<file path="src/rtl/seq_bit_serializer_if.sv">
// ---------------------------------------------------------------------------
// seq_bit_serializer_if
// Byte handshake between a producer and seq_bit_serializer.
//   in_valid  producer -> serializer : byte offered on in_data
//   in_data   producer -> serializer : 8-bit payload
//   in_last   producer -> serializer : byte closes its frame
//   in_ready  serializer -> producer : FIFO has room for a byte
// master = producer side, slave = serializer side.
// ---------------------------------------------------------------------------
interface seq_bit_serializer_if;
  logic       in_valid;
  logic [7:0] in_data;
  logic       in_last;
  logic       in_ready;

  modport master (output in_valid, output in_data, output in_last, input in_ready);
  modport slave  (input in_valid, input in_data, input in_last, output in_ready);
endinterface

</file>
<file path="src/rtl/seq_bit_serializer.sv">
// ---------------------------------------------------------------------------
// seq_bit_serializer
// Buffers bytes in a small FIFO and emits each frame as a gap-free serial bit
// stream, announced by a one-cycle start pulse. halt aborts the current frame
// and flushes the FIFO.
//
// Ports:
//   clk        in   clock, rising edge
//   rst_n      in   asynchronous active-low reset
//   in_bus     slave modport of seq_bit_serializer_if (in_valid/in_data/
//              in_last in, in_ready out; in_ready is combinational from count)
//   halt       in   abort frame, flush FIFO (priority over everything else)
//   start      out  one-cycle pulse, the cycle before the first bit of a frame
//   bit_out    out  serial data bit
//   bit_valid  out  bit_out carries frame data this cycle
//   busy       out  FSM not idle
//   underrun   out  sticky: FIFO ran dry in the middle of a frame
//   frame_cnt  out  completed frames, wraps
//
// Configuration macro:
//   SER_LSB_FIRST_EN  defined   -> bytes serialised LSB first
//                     undefined -> MSB first (default)
// ---------------------------------------------------------------------------
module seq_bit_serializer #(
  parameter int DEPTH = 4,   // power of two, >= 2
  parameter int CNT_W = 8
) (
  input  logic                 clk,
  input  logic                 rst_n,
  seq_bit_serializer_if.slave  in_bus,
  input  logic                 halt,
  output logic                 start,
  output logic                 bit_out,
  output logic                 bit_valid,
  output logic                 busy,
  output logic                 underrun,
  output logic [CNT_W-1:0]     frame_cnt
);

  localparam int PTR_W = $clog2(DEPTH);
  localparam logic [PTR_W:0] FULL_CNT = (PTR_W+1)'(DEPTH);

  typedef enum logic [1:0] {IDLE, START, SHIFT, STALL} state_t;

  // Bit ordering helpers: lead_bit is the bit on the wire next,
  // shift_out drops that bit so the following one becomes the lead.
`ifdef SER_LSB_FIRST_EN
  function automatic logic lead_bit(input logic [7:0] b);
    return b[0];
  endfunction
  function automatic logic [7:0] shift_out(input logic [7:0] b);
    return {1'b0, b[7:1]};
  endfunction
`else
  function automatic logic lead_bit(input logic [7:0] b);
    return b[7];
  endfunction
  function automatic logic [7:0] shift_out(input logic [7:0] b);
    return {b[6:0], 1'b0};
  endfunction
`endif

  // FIFO storage: {last, data} per entry
  logic [8:0]       mem [DEPTH];
  logic [PTR_W-1:0] wr_ptr;
  logic [PTR_W-1:0] rd_ptr;
  logic [PTR_W:0]   count;
  logic [8:0]       head;
  logic             push;
  logic             pop;

  state_t     state;
  logic [7:0] shreg;
  logic [2:0] bit_cnt;
  logic       cur_last;

  assign in_bus.in_ready = (count != FULL_CNT);
  assign push = in_bus.in_valid & in_bus.in_ready & ~halt;
  assign head = mem[rd_ptr];

  // Pop conditions mirror the FSM's load points so FIFO and FSM stay in step.
  always_comb begin
    pop = 1'b0;
    if (!halt && count != '0) begin
      case (state)
        START:   pop = 1'b1;
        SHIFT:   pop = (bit_cnt == 3'd7) && !cur_last;
        STALL:   pop = 1'b1;
        default: pop = 1'b0;
      endcase
    end
  end

  always_ff @(posedge clk) begin
    if (push) mem[wr_ptr] <= {in_bus.in_last, in_bus.in_data};
  end

  always_ff @(posedge clk or negedge rst_n) begin
    if (!rst_n) begin
      wr_ptr <= '0;
      rd_ptr <= '0;
      count  <= '0;
    end else if (halt) begin
      wr_ptr <= '0;
      rd_ptr <= '0;
      count  <= '0;
    end else begin
      if (push) wr_ptr <= wr_ptr + PTR_W'(1);
      if (pop)  rd_ptr <= rd_ptr + PTR_W'(1);
      case ({push, pop})
        2'b10:   count <= count + (PTR_W+1)'(1);
        2'b01:   count <= count - (PTR_W+1)'(1);
        default: count <= count;
      endcase
    end
  end

  // bit_out is registered, so on a load the first bit goes straight to
  // bit_out and shreg keeps the whole byte; each advance presents the
  // lead bit of the shifted register.
  always_ff @(posedge clk or negedge rst_n) begin
    if (!rst_n) begin
      state     <= IDLE;
      shreg     <= '0;
      bit_cnt   <= '0;
      cur_last  <= 1'b0;
      start     <= 1'b0;
      bit_out   <= 1'b0;
      bit_valid <= 1'b0;
      busy      <= 1'b0;
      underrun  <= 1'b0;
      frame_cnt <= '0;
    end else if (halt) begin
      state     <= IDLE;
      start     <= 1'b0;
      bit_valid <= 1'b0;
      busy      <= 1'b0;
    end else begin
      case (state)
        IDLE: begin
          start <= 1'b0;
          if (count != '0) begin
            state <= START;
            start <= 1'b1;
            busy  <= 1'b1;
          end
        end
        START: begin
          start     <= 1'b0;
          state     <= SHIFT;
          shreg     <= head[7:0];
          bit_out   <= lead_bit(head[7:0]);
          cur_last  <= head[8];
          bit_cnt   <= 3'd0;
          bit_valid <= 1'b1;
        end
        SHIFT: begin
          if (bit_cnt != 3'd7) begin
            shreg   <= shift_out(shreg);
            bit_out <= lead_bit(shift_out(shreg));
            bit_cnt <= bit_cnt + 3'd1;
          end else if (cur_last) begin
            state     <= IDLE;
            bit_valid <= 1'b0;
            busy      <= 1'b0;
            frame_cnt <= frame_cnt + CNT_W'(1);
          end else if (count != '0) begin
            // next byte of the same frame follows with no gap
            shreg    <= head[7:0];
            bit_out  <= lead_bit(head[7:0]);
            cur_last <= head[8];
            bit_cnt  <= 3'd0;
          end else begin
            state     <= STALL;
            bit_valid <= 1'b0;
            underrun  <= 1'b1;
          end
        end
        STALL: begin
          if (count != '0) begin
            state     <= SHIFT;
            shreg     <= head[7:0];
            bit_out   <= lead_bit(head[7:0]);
            cur_last  <= head[8];
            bit_cnt   <= 3'd0;
            bit_valid <= 1'b1;
          end
        end
        default: state <= IDLE;
      endcase
    end
  end

endmodule

</file>
<file path="src/flat_wrapper.sv">
// flat-port wrapper written by rule: the top's interface ports become plain ports
module seq_bit_serializer_flat 
#(
  parameter int DEPTH = 4,                        
  parameter int CNT_W = 8
)
  (clk, rst_n, halt, start, bit_out, bit_valid, busy, underrun, frame_cnt, in_bus_in_valid, in_bus_in_data, in_bus_in_last, in_bus_in_ready);
  seq_bit_serializer_if in_bus_i ();
  input  logic clk;
  input  logic rst_n;
  input  logic halt;
  output logic start;
  output logic bit_out;
  output logic bit_valid;
  output logic busy;
  output logic underrun;
  output logic [CNT_W-1:0] frame_cnt;
  input wire logic [$bits(in_bus_i.in_valid)-1:0] in_bus_in_valid;
  input wire logic [$bits(in_bus_i.in_data)-1:0] in_bus_in_data;
  input wire logic [$bits(in_bus_i.in_last)-1:0] in_bus_in_last;
  output wire logic [$bits(in_bus_i.in_ready)-1:0] in_bus_in_ready;
  assign in_bus_i.in_valid = in_bus_in_valid;
  assign in_bus_i.in_data = in_bus_in_data;
  assign in_bus_i.in_last = in_bus_in_last;
  assign in_bus_in_ready = in_bus_i.in_ready;
  seq_bit_serializer #(.DEPTH(DEPTH), .CNT_W(CNT_W)) u_core (.clk(clk), .rst_n(rst_n), .in_bus(in_bus_i), .halt(halt), .start(start), .bit_out(bit_out), .bit_valid(bit_valid), .busy(busy), .underrun(underrun), .frame_cnt(frame_cnt));
endmodule
</file>
<file path="config.mk">
export PLATFORM = sky130hd
export DESIGN_NAME = seq_bit_serializer_flat
export DESIGN_NICKNAME = d
export VERILOG_FILES = /design/src/rtl/seq_bit_serializer_if.sv /design/src/rtl/seq_bit_serializer.sv /design/src/flat_wrapper.sv
export SDC_FILE = /design/constraint.sdc
export NUM_CORES = 1
export LEC_CHECK = 0
export ABC_AREA = 1
export CORE_UTILIZATION = 56
export DETAILED_ROUTE_END_ITERATION = 16
export GPL_TIMING_DRIVEN = 0
export PLACE_DENSITY = 0.79
export REMOVE_ABC_BUFFERS = 1
export SYNTH_ARGS = -nofsm -noshare
export SYNTH_HDL_FRONTEND = slang
export SYNTH_SLANG_ARGS = --single-unit
</file>
<file path="constraint.sdc">
create_clock -name clk -period 3.88 [get_ports clk]
set_input_delay 0.776 -clock clk [delete_from_list [all_inputs] [get_ports clk]]
set_output_delay 0.776 -clock clk [all_outputs]
set_load 0.02 [all_outputs]
</file>
==> impl_metrics.yaml <==
routing:
  ant_nets: 0
  drc_errors: 0
  wl_per_cell_um: 13.1
  routed_wl_um: 5850
  vias: 2328
  dr.pass1.iters: 4
  dr.first_iter.drc_count: 178
  avgViaCountPerCell: 5.22
clock_tree:
  cts_made_buffers: 9
  postCtsSetupRepairBufs: 0
  h-tree-depth: 3
  cts_tree: "built"
  clock_latency_ns: 0.36
  clock-sinks: 69
  cts_resized: 0
  clk_pin_slew_worst_paths_ns: 0.08
  clk_path_buf_depth: 2
  clock-root-buffer: "clkbuf_8"
  ctsHoldBuffers: 0
logic_synthesis:
  yosysWarnings: 0
  seq_area_frac_synth: 0.593
  synth_cell_types: 29
  netlist_area_mm2: 0.00322
  synth_seq_cells: 69
  synthTopCellsByArea: "edfxtp_1 34%, dfrtp_1 26%, nand2_1 12%, nor2_1 5.0%, inv_1 3.2%"
  synth.avg_cell_area_um2: 9.43
  yosysTopAreaCell: "edfxtp_1"
  synth_top_area_frac: 0.336
  synthCells: 341
timing:
  rsz0062_at_grt: "false"
  min_period_ns: 2.61
  period_share: 0.673
  slew_headroom: 0.406
  fin_skew_ns: 0.00779
  setup_viol: 0
  hold_viol: 0
  worst_slew_pin_slew_ns: 0.888
  tns_ns: 0
  maxSlewViolCount: 0
  max_freq_mhz: 383
die:
  die_w_um: 77.8
  io_pins: 27
  die_area_mm2: 0.00605
  core_area_mm2: 0.00551
  rows: 27
  die_y_um: 77.8
  start_util: 0.584
cells_and_area:
  synthToLayoutAreaGrowth_pct: 14.6
  design_area_mm2: 0.00368
  antennaDiodeCount: 0
  fin_nets: 390
  drive_gt1_frac: 0.0963
pwr:
  power.switching_mw: 0.783
  p_per_area_mw_per_mm2: 575
  p_clk_frac: 0.249
  internal_power_mw: 1.34
  power_mw: 2.12
  p_seq_frac: 0.472
  p_sw_frac: 0.369
  combinationalPowerShare: 0.280
  leakage_nw: 1.60
  vdd_drop_max_mv: 0.319
critical_path:
  critical_path_class: "input port to flop"
  critical_path_required_ns: 3.86
  r2r_slack_ns: 1.59
  r2r-end: "u_core.count[2]"
  crit_path_start: "halt"
  crit_buf_inv: 2
  setup.worst_path.end: "u_core.mem[2][1]"
  max_stage_delay_ns: 0.69
  r2r-start: "u_core.bit_cnt[0]"
  path_cells: "clkdlybuf4s50_1, nor2_1, inv_1, nor2_1"
  end_kind: "flop"
  critPathMostFrequentCell: "nor2_1"
  cp.arrival_ns: 2.59
  start_kind: "input port"
  crit_path_max_fanout: 9
  rr_worst_depth: 13
  cp.depth: 4
  slowest_stage: "nor2_1"
  path_delay_family: "simple AND/OR/NAND/NOR gates"
job:
  maxCapViolCount: 0
placed_design:
  placed_area_mm2: 0.00351
  dp.final_hpwl_um: 3950
  gp_congestion: 0.816
  io_buffers: 26
global_route:
  grt_usage: 0.227
  antenna_found_initial: 0
  grt_pass1_wl_um: 10200
  overflow: 0
  first_global_vias: 2314
  grt_max_degree: 34
run_status:
  status: "finished clean"
hold_path:
  holdCritPathClass: "input port to async pin"
[worst register-to-register path: cells and delay by family, from the launching register on]
family	cells	cell delay [ns]
DFF	1	0.41
adders and majority gates	3	0.90
and+or+nand+nor	7	0.56
xor gates and xnor gates	1	0.18
buffers and inverters	1	0.06
AOI/OAI and AO/OA	1	0.08
[metrics by stage]
step	instances	hold slack (ns)	worst slack (ns)	utilization
floorplan	332	0.463	1.81	-
global placement	430	0.453	0.882	0.638
detailed placement	430	0.460	0.873	0.638
CTS	446	0.477	1.26	0.669
finish	446	0.470	1.27	0.669
global route	446	0.489	1.13	0.669
[power groups by stage]
stage | sequential [mW] | clock (mW) | combinational, mW
after floorplan | 1.01 | 0 | 0.399
after global placement | 1.01 | 0 | 0.575
after global routing | 1.02 | 0.561 | 0.681
after CTS | 0.997 | 0.537 | 0.595
final | 0.999 | 0.526 | 0.593
after detailed placement | 1.01 | 0 | 0.592
[cell usage after synthesis]
master    number
o31ai_1        2
or2_1          1
nand4_2        1
nor2_2         3
a21oi_1        9
inv_1         27
xnor2_1        3
fa_1           1
buf_2          7
o22ai_1        3
buf_4          2
nand3_1       16
o21ai_1        5
nand2_2        3
nor2_1        43
o21ai_2        1
nand2_1       99
o21ai_0       17
nor3_2         2
a31o_2         1
ha_1           7
edfxtp_1      36
nor2_4         2
nor3_1         1
a21boi_0       2
nand4_1        3
inv_2          6
xor2_1         5
dfrtp_1       33
[cells in the final DEF, fill, tap and decap left out]
cell             count
nand3_1             16
inv_1               27
nor3_2               2
clkdlybuf4s50_1     25
a21oi_1              9
o21ai_0             17
o21ai_1              5
or2_1                1
dfrtp_1             33
nand4_2              1
a31o_2               1
buf_2                1
nor3_1               1
inv_6                2
nand2_1             99
fa_1                 1
o31ai_1              2
o21ai_2              1
xor2_1               5
nor2_4               2
clkbuf_8             9
o22ai_1              3
nand2_2              3
nor2_1              43
edfxtp_1            36
inv_2                6
nor2_2               3
clkinv_2             2
xnor2_1              3
ha_1                 7
clkinvlp_4           3
a21boi_0             2
nand4_1              3
[how the worst min path moves through the flow]
| stage | slack [ns] | end | startpoint |
|---|---|---|---|
| after CTS | 0.48 | u_core.underrun | u_core.underrun |
| after global placement | 0.45 | u_core.underrun | u_core.underrun |
| final | 0.47 | u_core.bit_cnt[2] | rst_n |
| after detailed placement | 0.46 | u_core.underrun | u_core.underrun |
| after floorplan | 0.46 | u_core.shreg[0] | u_core.shreg[0] |
| after global routing | 0.49 | u_core.bit_valid | u_core.bit_valid |
[layout make-up]
type / instances / area, um2
clock buffers: 9 / 124
clock inverters: 7 / 50.0
fillers: 443 / 1820
inverters: 33 / 124
multi-input cells: 230 / 1130
flip-flops and latches: 69 / 1910
well taps: 72 / 90.1
repair buffers: 26 / 255
[state kept, by name, summed over array words and instances, names as in the netlist, 2 cells and up]
name / cells
u_core.mem: 36
u_core.state: 2
u_core.count: 3
u_core.rd_ptr: 2
u_core.frame_cnt: 8
u_core.shreg: 7
u_core.bit_cnt: 3
u_core.wr_ptr: 2
[per-layer routing]
metal	wire, um	track usage	share of wire
met1	2610	0.269	0.45
met2	2870	0.373	0.49
met3	190	0.0576	0.033
met4	177	0.134	0.030
met5	0	0	0
[cell families (layout without fill, tap and decap cells)]
logic type,count (synthesis),count (layout),share of synthesized area
and+or+nand+nor,174,174,0.229
DFF,69,69,0.593
buffers and inverters,42,75,0.0541
AOI/OAI and AO/OA,40,40,0.0689
adders and majority gates,8,8,0.0335
xor gates and xnor gates,8,8,0.0218
No activity file was read; power rests on OpenSTA's default activity.
